[src/rtl/n_bit_serial_adder.sv]
// Bit-serial unsigned adder: one full-adder cell and a registered carry produce
// answer = a + b one bit per cycle, LSB first, over WIDTH RUN cycles plus DONE.
module n_bit_serial_adder #(
  parameter int WIDTH = 4
) (
  input  logic             clk,
  input  logic             rst,
  input  logic             start,
  input  logic [WIDTH-1:0] a,
  input  logic [WIDTH-1:0] b,
  output logic             busy,
  output logic             done,
  output logic [WIDTH:0]   answer
);

  // Handshake: start is sampled only while busy=0 (IDLE); a and b are captured
  // on that same edge. busy stays high through RUN and DONE, and starts seen
  // then are dropped, not queued. done pulses for one cycle when answer is
  // updated; answer holds its value until the next done.

  localparam int CNT_W = $clog2(WIDTH + 1);

  typedef enum logic [1:0] {
    IDLE = 2'd0,
    RUN  = 2'd1,
    DONE = 2'd2
  } state_t;

  state_t           state_q, state_d;
  logic [WIDTH-1:0] sa_q, sa_d;
  logic [WIDTH-1:0] sb_q, sb_d;
  logic [WIDTH-1:0] sum_q, sum_d;
  logic             carry_q, carry_d;
  logic [CNT_W-1:0] cnt_q, cnt_d;
  logic [WIDTH:0]   answer_q, answer_d;
  logic             done_q, done_d;
  logic             s;
  logic [WIDTH:0]   sum_ext;

  always_comb begin
    state_d  = state_q;
    sa_d     = sa_q;
    sb_d     = sb_q;
    sum_d    = sum_q;
    carry_d  = carry_q;
    cnt_d    = cnt_q;
    answer_d = answer_q;
    done_d   = 1'b0;
    s        = sa_q[0] ^ sb_q[0] ^ carry_q;
    sum_ext  = {s, sum_q};

    case (state_q)
      IDLE: begin
        if (start) begin
          sa_d    = a;
          sb_d    = b;
          sum_d   = '0;
          carry_d = 1'b0;
          cnt_d   = '0;
          state_d = RUN;
        end
      end
      RUN: begin
        sa_d    = sa_q >> 1;
        sb_d    = sb_q >> 1;
        carry_d = (sa_q[0] & sb_q[0]) | (sa_q[0] & carry_q) | (sb_q[0] & carry_q);
        // Sum bits enter at the MSB so the first (LSB) bit lands at bit 0.
        sum_d   = sum_ext[WIDTH:1];
        cnt_d   = cnt_q + CNT_W'(1);
        if (cnt_q == CNT_W'(WIDTH - 1)) begin
          state_d = DONE;
        end
      end
      DONE: begin
        answer_d = {carry_q, sum_q};
        done_d   = 1'b1;
        state_d  = IDLE;
      end
      default: begin
        state_d = IDLE;
      end
    endcase
  end

  always_ff @(posedge clk or posedge rst) begin
    if (rst) begin
      state_q  <= IDLE;
      sa_q     <= '0;
      sb_q     <= '0;
      sum_q    <= '0;
      carry_q  <= 1'b0;
      cnt_q    <= '0;
      answer_q <= '0;
      done_q   <= 1'b0;
    end else begin
      state_q  <= state_d;
      sa_q     <= sa_d;
      sb_q     <= sb_d;
      sum_q    <= sum_d;
      carry_q  <= carry_d;
      cnt_q    <= cnt_d;
      answer_q <= answer_d;
      done_q   <= done_d;
    end
  end

  assign busy   = (state_q != IDLE);
  assign done   = done_q;
  assign answer = answer_q;

endmodule

[config.mk]
export PLATFORM = sky130hd
export DESIGN_NAME = n_bit_serial_adder
export DESIGN_NICKNAME = d
export VERILOG_FILES = /design/src/rtl/n_bit_serial_adder.sv
export SDC_FILE = /design/constraint.sdc
export NUM_CORES = 1
export LEC_CHECK = 0
export CORE_UTILIZATION = 55
export CTS_CLUSTER_DIAMETER = 120
export DETAILED_ROUTE_END_ITERATION = 8
export GPL_ROUTABILITY_DRIVEN = 0
export PLACE_DENSITY = 0.82
export SLEW_MARGIN = 20
export SYNTH_ARGS = -nofsm -noshare
export SYNTH_HDL_FRONTEND = slang
export SYNTH_SLANG_ARGS = --single-unit
[constraint.sdc]
create_clock -name clk -period 3.1 [get_ports clk]
set_input_delay 0.62 -clock clk [delete_from_list [all_inputs] [get_ports clk]]
set_output_delay 0.62 -clock clk [all_outputs]
set_load 0.01 [all_outputs]
==> impl_table.tex, run 1 <==
\begin{tabular}{lr}
\hline
Metric & Value \\
\hline
\multicolumn{2}{l}{\textbf{Timing}} \\
Setup-violating endpoint count in the final report & 0 \\
Achievable clock frequency & slightly above 0.4 GHz \\
Hold Vio Cnt, Final & 0 \\
Worst Max-Slew Pin Slew & around 0.90 ns \\
Max-slew headroom & about two fifths \\
Worst setup skew after layout & slightly above 0.009 ns \\
Aggregate negative setup slack & 0 ns \\
Post-layout min period & around 2.4 ns \\
Final number of max-transition violations & 0 \\
RSZ-0062 raised after global routing & no \\
Period utilization & between 70 and 80\% \\
\multicolumn{2}{l}{\textbf{Die}} \\
Vert. Die Dim & about 47 um \\
Area enclosed by the die boundary & between 0.002 and 0.0025 mm\^{}2 \\
I/O pin cnt & 18 \\
Die width & $\sim$47 um \\
Initial core utilization & just over 60\% \\
Core outline area & between 0.0015 and 0.002 mm\^{}2 \\
Row count & 15 \\
\multicolumn{2}{l}{\textbf{Place}} \\
Total half-perimeter wirelength after legalization and detailed placement & 1420 um \\
Total placed instance area & about 0.0013 mm\^{}2 \\
Input/output buffers & 17 \\
\multicolumn{2}{l}{\textbf{Clock network}} \\
Max Root-Sink Buffers & 2 \\
Number of buffers inserted by hold repair at cts & 0 \\
Clock transition time at the flip-flop clock pins of the worst setup and hold paths & about 0.13 ns \\
Cells resized by post-CTS repair & 0 \\
Clock root buffer master & clkbuf\_4 \\
Clock latency at the later pin of the worst-skew pair & roughly 0.33 ns \\
Post-CTS repair timing setup buffer count & 0 \\
Sinks on Clock Net & 24 \\
CTS tree & built \\
H-tree depth & 1 \\
CTS buffer count & 3 \\
\multicolumn{2}{l}{\textbf{Global route}} \\
Number of antenna violations at the first check in global routing & 0 \\
Total global-route track usage & a little under a quarter \\
Global route total overflow & 0 \\
Wire length of the first global-routing pass & about 3300 um \\
Pin count of the biggest net entering global routing & 25 \\
Number of global-route vias before repair & approximately 710 \\
\multicolumn{2}{l}{\textbf{Status}} \\
Run status & completed \\
\multicolumn{2}{l}{\textbf{Critical path}} \\
Data required time at the worst endpoint & about 2.5 ns \\
Worst EP arrival & between 1.5 and 2 ns \\
Worst setup path category & reg -> out \\
Maximum fanout along the worst path & 14 \\
R2R depth & 2 \\
Setup crit start kind & flip-flop \\
Endpoint class of the critical path & primary output \\
\multicolumn{2}{l}{\textbf{Finish}} \\
Antenna Diode Count & 0 \\
Number of nets in the layout & about 120 \\
Register Area & between 600 and 700 um\^{}2 \\
Final Cell Area & between 0.001 and 0.0015 mm\^{}2 \\
Fraction of layout instances using a drive strength above 1 & between 10 and 15\% \\
Share of the core filled with cells & a little under three quarters \\
Multi-input logic area & 433 um\^{}2 \\
Syn-to-layout area delta & 18.2\% \\
Fillers & about 130 \\
\multicolumn{2}{l}{\textbf{Flow run}} \\
Number of maximum-capacitance constraint violations & 0 \\
\multicolumn{2}{l}{\textbf{Logic synthesis}} \\
Number of flops mapped to enable cells by yosys & 0 \\
Number of cells produced by synthesis & 86 \\
Top flip-flop cell by instance count after synthesis & dfrtp\_1 \\
Fraction of registers with async set or reset after synthesis & 100\% \\
Synthesis-stage register bit count & 24 \\
Proportion of synthesized chip area in sequential cells & 55.0\% \\
Synthesized area per cell & about 13 um\^{}2 \\
Number of nets in the synthesized netlist & 100 \\
Synthesized cell area & between 0.001 and 0.0015 mm\^{}2 \\
YS warnings & 0 \\
Distinct cell type count of the synthesized netlist & 28 \\
\multicolumn{2}{l}{\textbf{Drt}} \\
Detailed router's first-iteration violation count & 16 \\
Post-DR wirelength/cell & $\sim$16 um \\
DRT Wirelength & roughly 2000 um \\
Routed Antenna Nets & 0 \\
Overall via count from detail\_route & $\sim$700 \\
Detailed-route vias per instance & approximately 5.7 \\
Pre-antenna DRT Iters & 4 \\
DRC viols & 0 \\
\multicolumn{2}{l}{\textbf{Worst hold path}} \\
Path class of the lowest-slack min-delay path & reg -> reg \\
Cell depth of the worst min-delay path & 1 \\
\multicolumn{2}{l}{\textbf{Power and ir drop}} \\
Pleak & 0.579 nW \\
Peak VDD IR & around 0.0005 V \\
Pwr Density & 926 mW/mm\^{}2 \\
Overall power consumption & roughly 1.2 mW \\
\hline
\end{tabular}
## cell usage after synthesis, types with 2 or more instances
| master | instances | area [um^2] |
|---|---|---|
| dfrtp_1 | 24 | 601 |
| o21ai_1 | 3 | 15.0 |
| nor2b_1 | 4 | 25.0 |
| ha_1 | 2 | 25.0 |
| nor3b_1 | 2 | 15.0 |
| nor4bb_1 | 2 | 20.0 |
| o21ai_0 | 2 | 10.0 |
| a22oi_1 | 2 | 15.0 |
| mux2_4 | 5 | 75.1 |
| a21oi_1 | 3 | 15.0 |
| nand3b_1 | 2 | 15.0 |
| nor2_1 | 3 | 11.3 |
| buf_4 | 3 | 22.5 |
| o221a_2 | 2 | 22.5 |
| a22o_1 | 6 | 52.6 |
| inv_1 | 5 | 18.8 |
| nand2_1 | 5 | 18.8 |
## final cells by class
type | count | share of cell area, %
inverter | 5 | 1.45
sequential | 24 | 46.6
multi-input combinational | 52 | 33.6
tap | 25 | 2.42
clock buffer | 4 | 2.81
timing repair buffer | 17 | 13.2
## placed cells by master, fill, tap and decap left out, drive strengths merged
master and count:
mux2 5, nor3b 2, o21ai 5, nor2b 4, o22a 1, inv 5, a21oi 3, a22o 6
nand2b 1, nand2 5, clkdlybuf4s50 17, nor2 4, fa 1, o221a 2, dfrtp 24, nand3b 2
a22oi 2, and2 1, o21bai 1, ha 2, o22ai 1, mux2i 1, nor4bb 2, a221oi 1
clkbuf 4
## critical path: stages (launching register included)
cell             delay [ns]
dfrtp_1                0.67
nor2_1                 0.18
inv_1                  0.08
clkdlybuf4s50_1        0.53
## report_power, final
group	internal (mW)	switching [mW]	total (mW)	leakage (nW)
sequential	0.439	0.117	0.556	0.306
clock	0.0720	0.0967	0.169	0.0210
combinational	0.268	0.201	0.469	0.252
total	0.779	0.415	1.19	0.579
## cell families after synthesis
logic type / Yosys count / synth area share [%]
DFF: 24 / 55.0
AOI/OAI and AO/OA: 22 / 16.4
and+or+nand+nor: 21 / 11.4
buffers and inverters: 10 / 5.27
muxes: 6 / 7.80
adders and majority gates: 3 / 4.13
## routing by layer
metal,GRT usage (%),share of wire [%]
met1,29.7,45
met2,35.3,49
met3,4.31,2.7
met4,12.9,2.7
met5,0,0
## sequential cells by signal, summed over array words and instances, names as in the netlist
name / cells
answer: 5
sa_q: 4
sb_q: 4
sum_q: 4
cnt_q: 3
state_q: 2
carry_q: 1
done: 1
## per-stage QoR
stage          std cells  hold slack, ns  setup slack [ns]
3_5_place_dp         123           0.475              1.08
2_1_floorplan         86           0.454              1.61
3_3_place_gp         123           0.469              1.12
6_report             127           0.499             0.694
4_1_cts              127           0.495             0.701
5_1_grt              127           0.537             0.603
## path summary, 6_finish.rpt
check | slack (ns) | endpoint | start
setup / recovery | 0.69 | busy | state_q[0]
hold / removal | 0.50 | cnt_q[0] | cnt_q[0]
setup reg to reg | 1.35 | answer[1] | state_q[1]
hold reg to reg | 0.50 | cnt_q[0] | cnt_q[0]
max in group asynchronous | 1.77 | sum_q[0] | rst
min in group asynchronous | 0.78 | sa_q[3] | rst
No activity file was read; power rests on OpenSTA's default activity.
==> run 2: changes to the inputs <==
--- a/config.mk
+++ b/config.mk
@@ -5,11 +5,11 @@
 export SDC_FILE = /design/constraint.sdc
 export NUM_CORES = 1
 export LEC_CHECK = 0
-export CORE_UTILIZATION = 55
+export CORE_UTILIZATION = 51
 export CTS_CLUSTER_DIAMETER = 120
 export DETAILED_ROUTE_END_ITERATION = 8
 export GPL_ROUTABILITY_DRIVEN = 0
-export PLACE_DENSITY = 0.82
+export PLACE_DENSITY = 0.77
 export SLEW_MARGIN = 20
 export SYNTH_ARGS = -nofsm -noshare
 export SYNTH_HDL_FRONTEND = slang
==> constraint.sdc (replaced) <==
create_clock -name clk -period 2.4 [get_ports clk]
set_input_delay 0.48 -clock clk [delete_from_list [all_inputs] [get_ports clk]]
set_output_delay 0.48 -clock clk [all_outputs]
set_load 0.01 [all_outputs]
==> impl_table.tex, run 2 (same netlist as run 1, synthesis figures left out) <==
\begin{tabular}{lr}
\hline
Metric & Value \\
\hline
\multicolumn{2}{l}{\textbf{Status}} \\
Run status & completed \\
\multicolumn{2}{l}{\textbf{Die}} \\
I/O pin cnt & 18 (unchanged) \\
Area enclosed by the die boundary & 0.00233 mm\^{}2 (+7.5\%) \\
Vert. Die Dim & 48.3 um (+3.7\%) \\
Core outline area & 0.00198 mm\^{}2 (+10\%) \\
Initial core utilization & 55.1\% (-5.5 points) \\
Row count & 16 (+1) \\
Die width & 48.3 um (+3.7\%) \\
\multicolumn{2}{l}{\textbf{Timing}} \\
Post-layout min period & around 2 ns \\
RSZ-0062 raised after global routing & no \\
Setup-violating endpoint count in the final report & 0 (unchanged) \\
Worst Max-Slew Pin Slew & 0.646 ns (-0.254 ns) \\
Final number of max-transition violations & 0 (unchanged) \\
Achievable clock frequency & between 0.4 and 0.5 GHz \\
Aggregate negative setup slack & 0 ns (unchanged) \\
Worst setup skew after layout & 0.00173 ns (-0.00762 ns) \\
Max-slew headroom & 56.8\% (+17 points) \\
Final worst slack & 0.364 ns (-0.330 ns) \\
Hold Vio Cnt, Final & 0 (unchanged) \\
Period utilization & a little over four fifths \\
\multicolumn{2}{l}{\textbf{Drt}} \\
Met3 wire length & 53 um (-1.9\%) \\
Routed Antenna Nets & 0 (unchanged) \\
Post-DR wirelength/cell & 13.9 um (-11\%) \\
Detailed-route vias per instance & 5.38 (-5.2\%) \\
Detailed router's first-iteration violation count & 16 (unchanged) \\
Uppermost signal routing layer after detailed routing & met3 \\
Pre-antenna DRT Iters & 4 (unchanged) \\
Overall via count from detail\_route & 716 (-0.69\%) \\
DRC viols & 0 (unchanged) \\
Routed length on met1 & 896 um (-0.11\%) \\
DRT Wirelength & 1850 um (-6.5\%) \\
Wire length on met2 & 897 um (-7.4\%) \\
\multicolumn{2}{l}{\textbf{Finish}} \\
Fraction of layout instances using a drive strength above 1 & 17.0\% (+3.3 points) \\
Fillers & 155 (+17\%) \\
Commonest cells after routing, fill and taps aside & dfrtp\_1, clkdlybuf4s50\_1, a22o\_1 \\
Register Area & 601 um\^{}2 (unchanged) \\
Syn-to-layout area delta & 22.7\% \\
Multi-input logic area & 433 um\^{}2 (unchanged) \\
Commonest non-fill, non-tap cell in the layout & dfrtp\_1 \\
Number of nets in the layout & 121 (+3.4\%) \\
Max FFs per register & 5 (unchanged) \\
Antenna Diode Count & 0 (unchanged) \\
\multicolumn{2}{l}{\textbf{Global route}} \\
Total global-route track usage & 18.9\% (-4.0 points) \\
Wire length of the first global-routing pass & 2980 um (-9.1\%) \\
Pin count of the biggest net entering global routing & 25 (unchanged) \\
Number of antenna violations at the first check in global routing & 0 (unchanged) \\
Global route total overflow & 0 (unchanged) \\
Number of global-route vias before repair & 652 (-7.6\%) \\
\multicolumn{2}{l}{\textbf{Place}} \\
Total half-perimeter wirelength after legalization and detailed placement & 1350 um (-4.7\%) \\
Input/output buffers & 17 (unchanged) \\
Pre-CTS setup slack & 0.585 ns (-0.490 ns) \\
\multicolumn{2}{l}{\textbf{Clock network}} \\
CTS buffer count & 3 (unchanged) \\
H-tree depth & 1 (unchanged) \\
Sinks on Clock Net & 24 (unchanged) \\
Clock latency at the later pin of the worst-skew pair & 0.31 ns (-0.02 ns) \\
Cells resized by post-CTS repair & 0 (unchanged) \\
Number of buffers inserted by hold repair at cts & 0 (unchanged) \\
Clock transition time at the flip-flop clock pins of the worst setup and hold paths & 0.13 ns (about the same) \\
Post-CTS repair timing setup buffer count & 0 (unchanged) \\
Clock root buffer master & clkbuf\_4 \\
CTS tree & built \\
Max Root-Sink Buffers & 2 (unchanged) \\
\multicolumn{2}{l}{\textbf{Worst hold path}} \\
Path class of the lowest-slack min-delay path & reg -> reg \\
\multicolumn{2}{l}{\textbf{Flow run}} \\
Number of maximum-capacitance constraint violations & 0 (unchanged) \\
\multicolumn{2}{l}{\textbf{Power and ir drop}} \\
Pleak & 0.606 nW (+4.7\%) \\
Pwr Density & 1220 mW/mm\^{}2 (+32\%) \\
Peak VDD IR & 0.000618 V (+21\%) \\
\multicolumn{2}{l}{\textbf{Critical path}} \\
Setup crit start kind & flip-flop \\
Maximum fanout along the worst path & 4 (-10) \\
Data required time at the worst endpoint & 1.92 ns (-0.56 ns) \\
Worst EP arrival & 1.56 ns (-0.23 ns) \\
Worst setup path category & reg -> out \\
Endpoint class of the critical path & primary output \\
\hline
\end{tabular}
run 2: cell count changes in the layout (fill, tap and decap cells not counted):
cell and delta:
buf_4 +4, bufinv_16 +1, clkbuf_8 -1
run 2: metal layers:
| metal | vias to the layer above | track usage, % |
|---|---|---|
| met4 | 0 | 3.33 |
| met1 | 352 | 25.3 |
| met3 | 0 | 3.33 |
| met2 | 15 | 32.3 |
| met5 | - | 0 |
| li1 | 349 | - |
run 2: area by class of cell:
type	count	share of cell area, %
clock buffers	3	1.68
clock inverters	1	2.24
inverters	5	1.40
multi-input cells	52	32.3
flip-flops and latches	24	44.9
well taps	27	2.52
repair buffers	21	15.0
run 2: power breakdown:
group,internal [mW],total [mW],switching [mW]
registers,0.568,0.673,0.105
clock network,0.169,0.288,0.119
logic,0.368,0.671,0.303
total,1.10,1.63,0.527
run 2: through the flow:
stage	total power, mW	cells	cell area [um^2]	hold slack, ns	util [%]
2_1_floorplan	1.15	86	1090	0.454	-
3_3_place_gp	1.33	129	1290	0.471	64.9
3_5_place_dp	1.36	129	1290	0.478	64.9
4_1_cts	1.64	133	1340	0.497	67.6
5_1_grt	1.74	133	1340	0.517	67.6
6_report	1.63	133	1340	0.494	67.6
run 2: worst paths after layout:
check	end	depth (start not counted)	start	slack (ns)
max	busy	3	state_q[1]	0.36
min	cnt_q[0]	1	cnt_q[0]	0.49
max reg2reg	sb_q[0]	4	state_q[1]	0.92
min reg2reg	cnt_q[0]	1	cnt_q[0]	0.49
max in group asynchronous	done	3	rst	1.67
min in group asynchronous	answer[4]	3	rst	0.50
run 2: critical path, cell delays in order, from the launching register on:
cell	delay (ns)
dfrtp_1	0.43
nor2_1	0.26
inv_1	0.08
clkdlybuf4s50_1	0.48
==> run 3: changes to the inputs <==
==> constraint.sdc (replaced) <==
create_clock -name clk -period 1.9 [get_ports clk]
set_input_delay 0.38 -clock clk [delete_from_list [all_inputs] [get_ports clk]]
set_output_delay 0.38 -clock clk [all_outputs]
set_load 0.01 [all_outputs]
==> impl_table.tex, run 3 (same netlist as run 1, synthesis figures left out) <==
\begin{tabular}{lr}
\hline
Metric & Value \\
\hline
\multicolumn{2}{l}{\textbf{Status}} \\
Run status & completed \\
\multicolumn{2}{l}{\textbf{Timing}} \\
Max-slew headroom & 75.6\% (+19 points) \\
Final worst slack & 0.0834 ns (-0.281 ns) \\
Achievable clock frequency & 0.550 GHz \\
Setup-violating endpoint count in the final report & 0 (unchanged) \\
Worst Max-Slew Pin Slew & 0.364 ns (-0.282 ns) \\
Hold Vio Cnt, Final & 0 (unchanged) \\
Period utilization & $\sim$96\% \\
Worst setup skew after layout & 0.00159 ns (-0.000141 ns) \\
RSZ-0062 raised after global routing & no \\
Aggregate negative setup slack & 0 ns (unchanged) \\
Post-layout min period & around 1.8 ns \\
Final number of max-transition violations & 0 (unchanged) \\
\multicolumn{2}{l}{\textbf{Clock network}} \\
Clock transition time at the flip-flop clock pins of the worst setup and hold paths & 0.13 ns (about the same) \\
Clock latency at the later pin of the worst-skew pair & 0.32 ns (about the same) \\
Clock root buffer master & clkbuf\_4 \\
Max Root-Sink Buffers & 2 (unchanged) \\
H-tree depth & 1 (unchanged) \\
Sinks on Clock Net & 24 (unchanged) \\
CTS tree & built \\
CTS buffer count & 3 (unchanged) \\
\multicolumn{2}{l}{\textbf{Critical path}} \\
Setup crit start kind & flip-flop \\
Worst setup path category & reg -> out \\
Worst EP arrival & 1.44 ns (-0.12 ns) \\
Endpoint class of the critical path & primary output \\
Data required time at the worst endpoint & 1.52 ns (-0.40 ns) \\
Maximum fanout along the worst path & 4 (unchanged) \\
\multicolumn{2}{l}{\textbf{Finish}} \\
Commonest non-fill, non-tap cell in the layout & dfrtp\_1 \\
Commonest cells after routing, fill and taps aside & dfrtp\_1, clkdlybuf4s50\_1, a22o\_1 \\
Multi-input logic area & 440 um\^{}2 (+1.7\%) \\
Share of the core filled with cells & 68.3\% (+0.76 points) \\
Syn-to-layout area delta & 24.1\% \\
Register Area & 601 um\^{}2 (unchanged) \\
Fraction of layout instances using a drive strength above 1 & 18.7\% (+1.7 points) \\
Max FFs per register & 5 (unchanged) \\
Cell Count, Final, Fillers Out & 134 (+0.75\%) \\
Fillers & 144 (-7.1\%) \\
Antenna Diode Count & 0 (unchanged) \\
Number of nets in the layout & 122 (+0.83\%) \\
\multicolumn{2}{l}{\textbf{Drt}} \\
Post-DR wirelength/cell & 14.4 um (+3.9\%) \\
DRT Wirelength & 1930 um (+4.7\%) \\
Detailed-route vias per instance & 5.42 (+0.64\%) \\
Detailed router's first-iteration violation count & 10 (-6) \\
Overall via count from detail\_route & 726 (+1.4\%) \\
Pre-antenna DRT Iters & 4 (unchanged) \\
DRC viols & 0 (unchanged) \\
Routed Antenna Nets & 0 (unchanged) \\
\multicolumn{2}{l}{\textbf{Die}} \\
Die width & 48.3 um (unchanged) \\
Initial core utilization & 55.1\% (unchanged) \\
Area enclosed by the die boundary & 0.00233 mm\^{}2 (unchanged) \\
Vert. Die Dim & 48.3 um (unchanged) \\
Row count & 16 (unchanged) \\
I/O pin cnt & 18 (unchanged) \\
Core outline area & 0.00198 mm\^{}2 (unchanged) \\
\multicolumn{2}{l}{\textbf{Power and ir drop}} \\
Pleak & 0.612 nW (+0.87\%) \\
Peak VDD IR & 0.000784 V (+27\%) \\
Pwr Density & 1560 mW/mm\^{}2 (+28\%) \\
\multicolumn{2}{l}{\textbf{Global route}} \\
Global route total overflow & 0 (unchanged) \\
Number of antenna violations at the first check in global routing & 0 (unchanged) \\
Wire length of the first global-routing pass & 3140 um (+5.3\%) \\
Number of global-route vias before repair & 702 (+7.7\%) \\
Total global-route track usage & 20.0\% (+1.2 points) \\
Pin count of the biggest net entering global routing & 25 (unchanged) \\
\multicolumn{2}{l}{\textbf{Place}} \\
Number of placed cells counting well taps & 130 (+0.78\%) \\
Input/output buffers & 17 (unchanged) \\
Total half-perimeter wirelength after legalization and detailed placement & 1340 um (-1.1\%) \\
Pre-CTS setup slack & 0.196 ns (-0.389 ns) \\
\multicolumn{2}{l}{\textbf{Worst hold path}} \\
Path class of the lowest-slack min-delay path & in -> async \\
\multicolumn{2}{l}{\textbf{Flow run}} \\
Number of maximum-capacitance constraint violations & 0 (unchanged) \\
\hline
\end{tabular}
## run 3: changes by cell type in the layout (fill, tap and decap cells not counted)
cell and change:
nor2_1 -1, buf_4 +1, nor2_4 +1
## run 3: layout make-up
type                       instances  area share [%]
multi-input combinational         52            32.5
timing repair buffer              22            15.3
clock inverter                     1            2.22
tap                               27            2.50
clock buffer                       3            1.66
sequential                        24            44.4
inverter                           5            1.39
## run 3: final timing paths
| check | startpoint | endpoint | slack [ns] | depth (start not counted) |
|---|---|---|---|---|
| worst max-delay path | state_q[0] | busy | 0.08 | 3 |
| worst min register to register | cnt_q[0] | cnt_q[0] | 0.49 | 1 |
| worst max register to register | state_q[1] | answer[1] | 0.53 | 4 |
| min in group clk | cnt_q[0] | cnt_q[0] | 0.49 | 1 |
| max in group asynchronous | rst | answer[4] | 1.29 | 3 |
| worst min-delay path | rst | sum_q[3] | 0.39 | 3 |
## run 3: through the flow
stage | hold WS, ns | cell area (um^2) | power, mW
floorplan | 0.395 | 1090 | 1.46
detailed placement | 0.480 | 1290 | 1.73
global route | 0.450 | 1350 | 2.26
finish | 0.391 | 1350 | 2.11
CTS | 0.391 | 1350 | 2.13
global placement | 0.472 | 1290 | 1.69
## run 3: timing repair
action / in CTS / in global routing
hold buffers: 0 / 0
cloned: 0 / 0
buffers inserted: 0 / 0
gates resized for setup: 1 / 1
setup endpoints to repair: 1 / 1
## run 3: metal layers
metal / GRT usage [%] / vias to the layer above / wire length (um) / part of all wire [%]
li1: - / 347 / - / -
met1: 26.3 / 346 / 879 / 45
met2: 32.8 / 27 / 926 / 48
met3: 2.22 / 6 / 77 / 4.0
met4: 10.0 / 0 / 48 / 2.5
met5: 0 / - / 0 / 0
## run 3: report_power, final
group / internal (mW) / switching, mW
Combinational: 0.490 / 0.394
Clock: 0.213 / 0.154
Sequential: 0.718 / 0.145
Total: 1.42 / 0.694
## run 3: worst max-delay path, cell delays in order (launching register included)
cell             delay [ns]
dfrtp_1                0.43
nor2_4                 0.17
inv_1                  0.05
clkdlybuf4s50_1        0.47
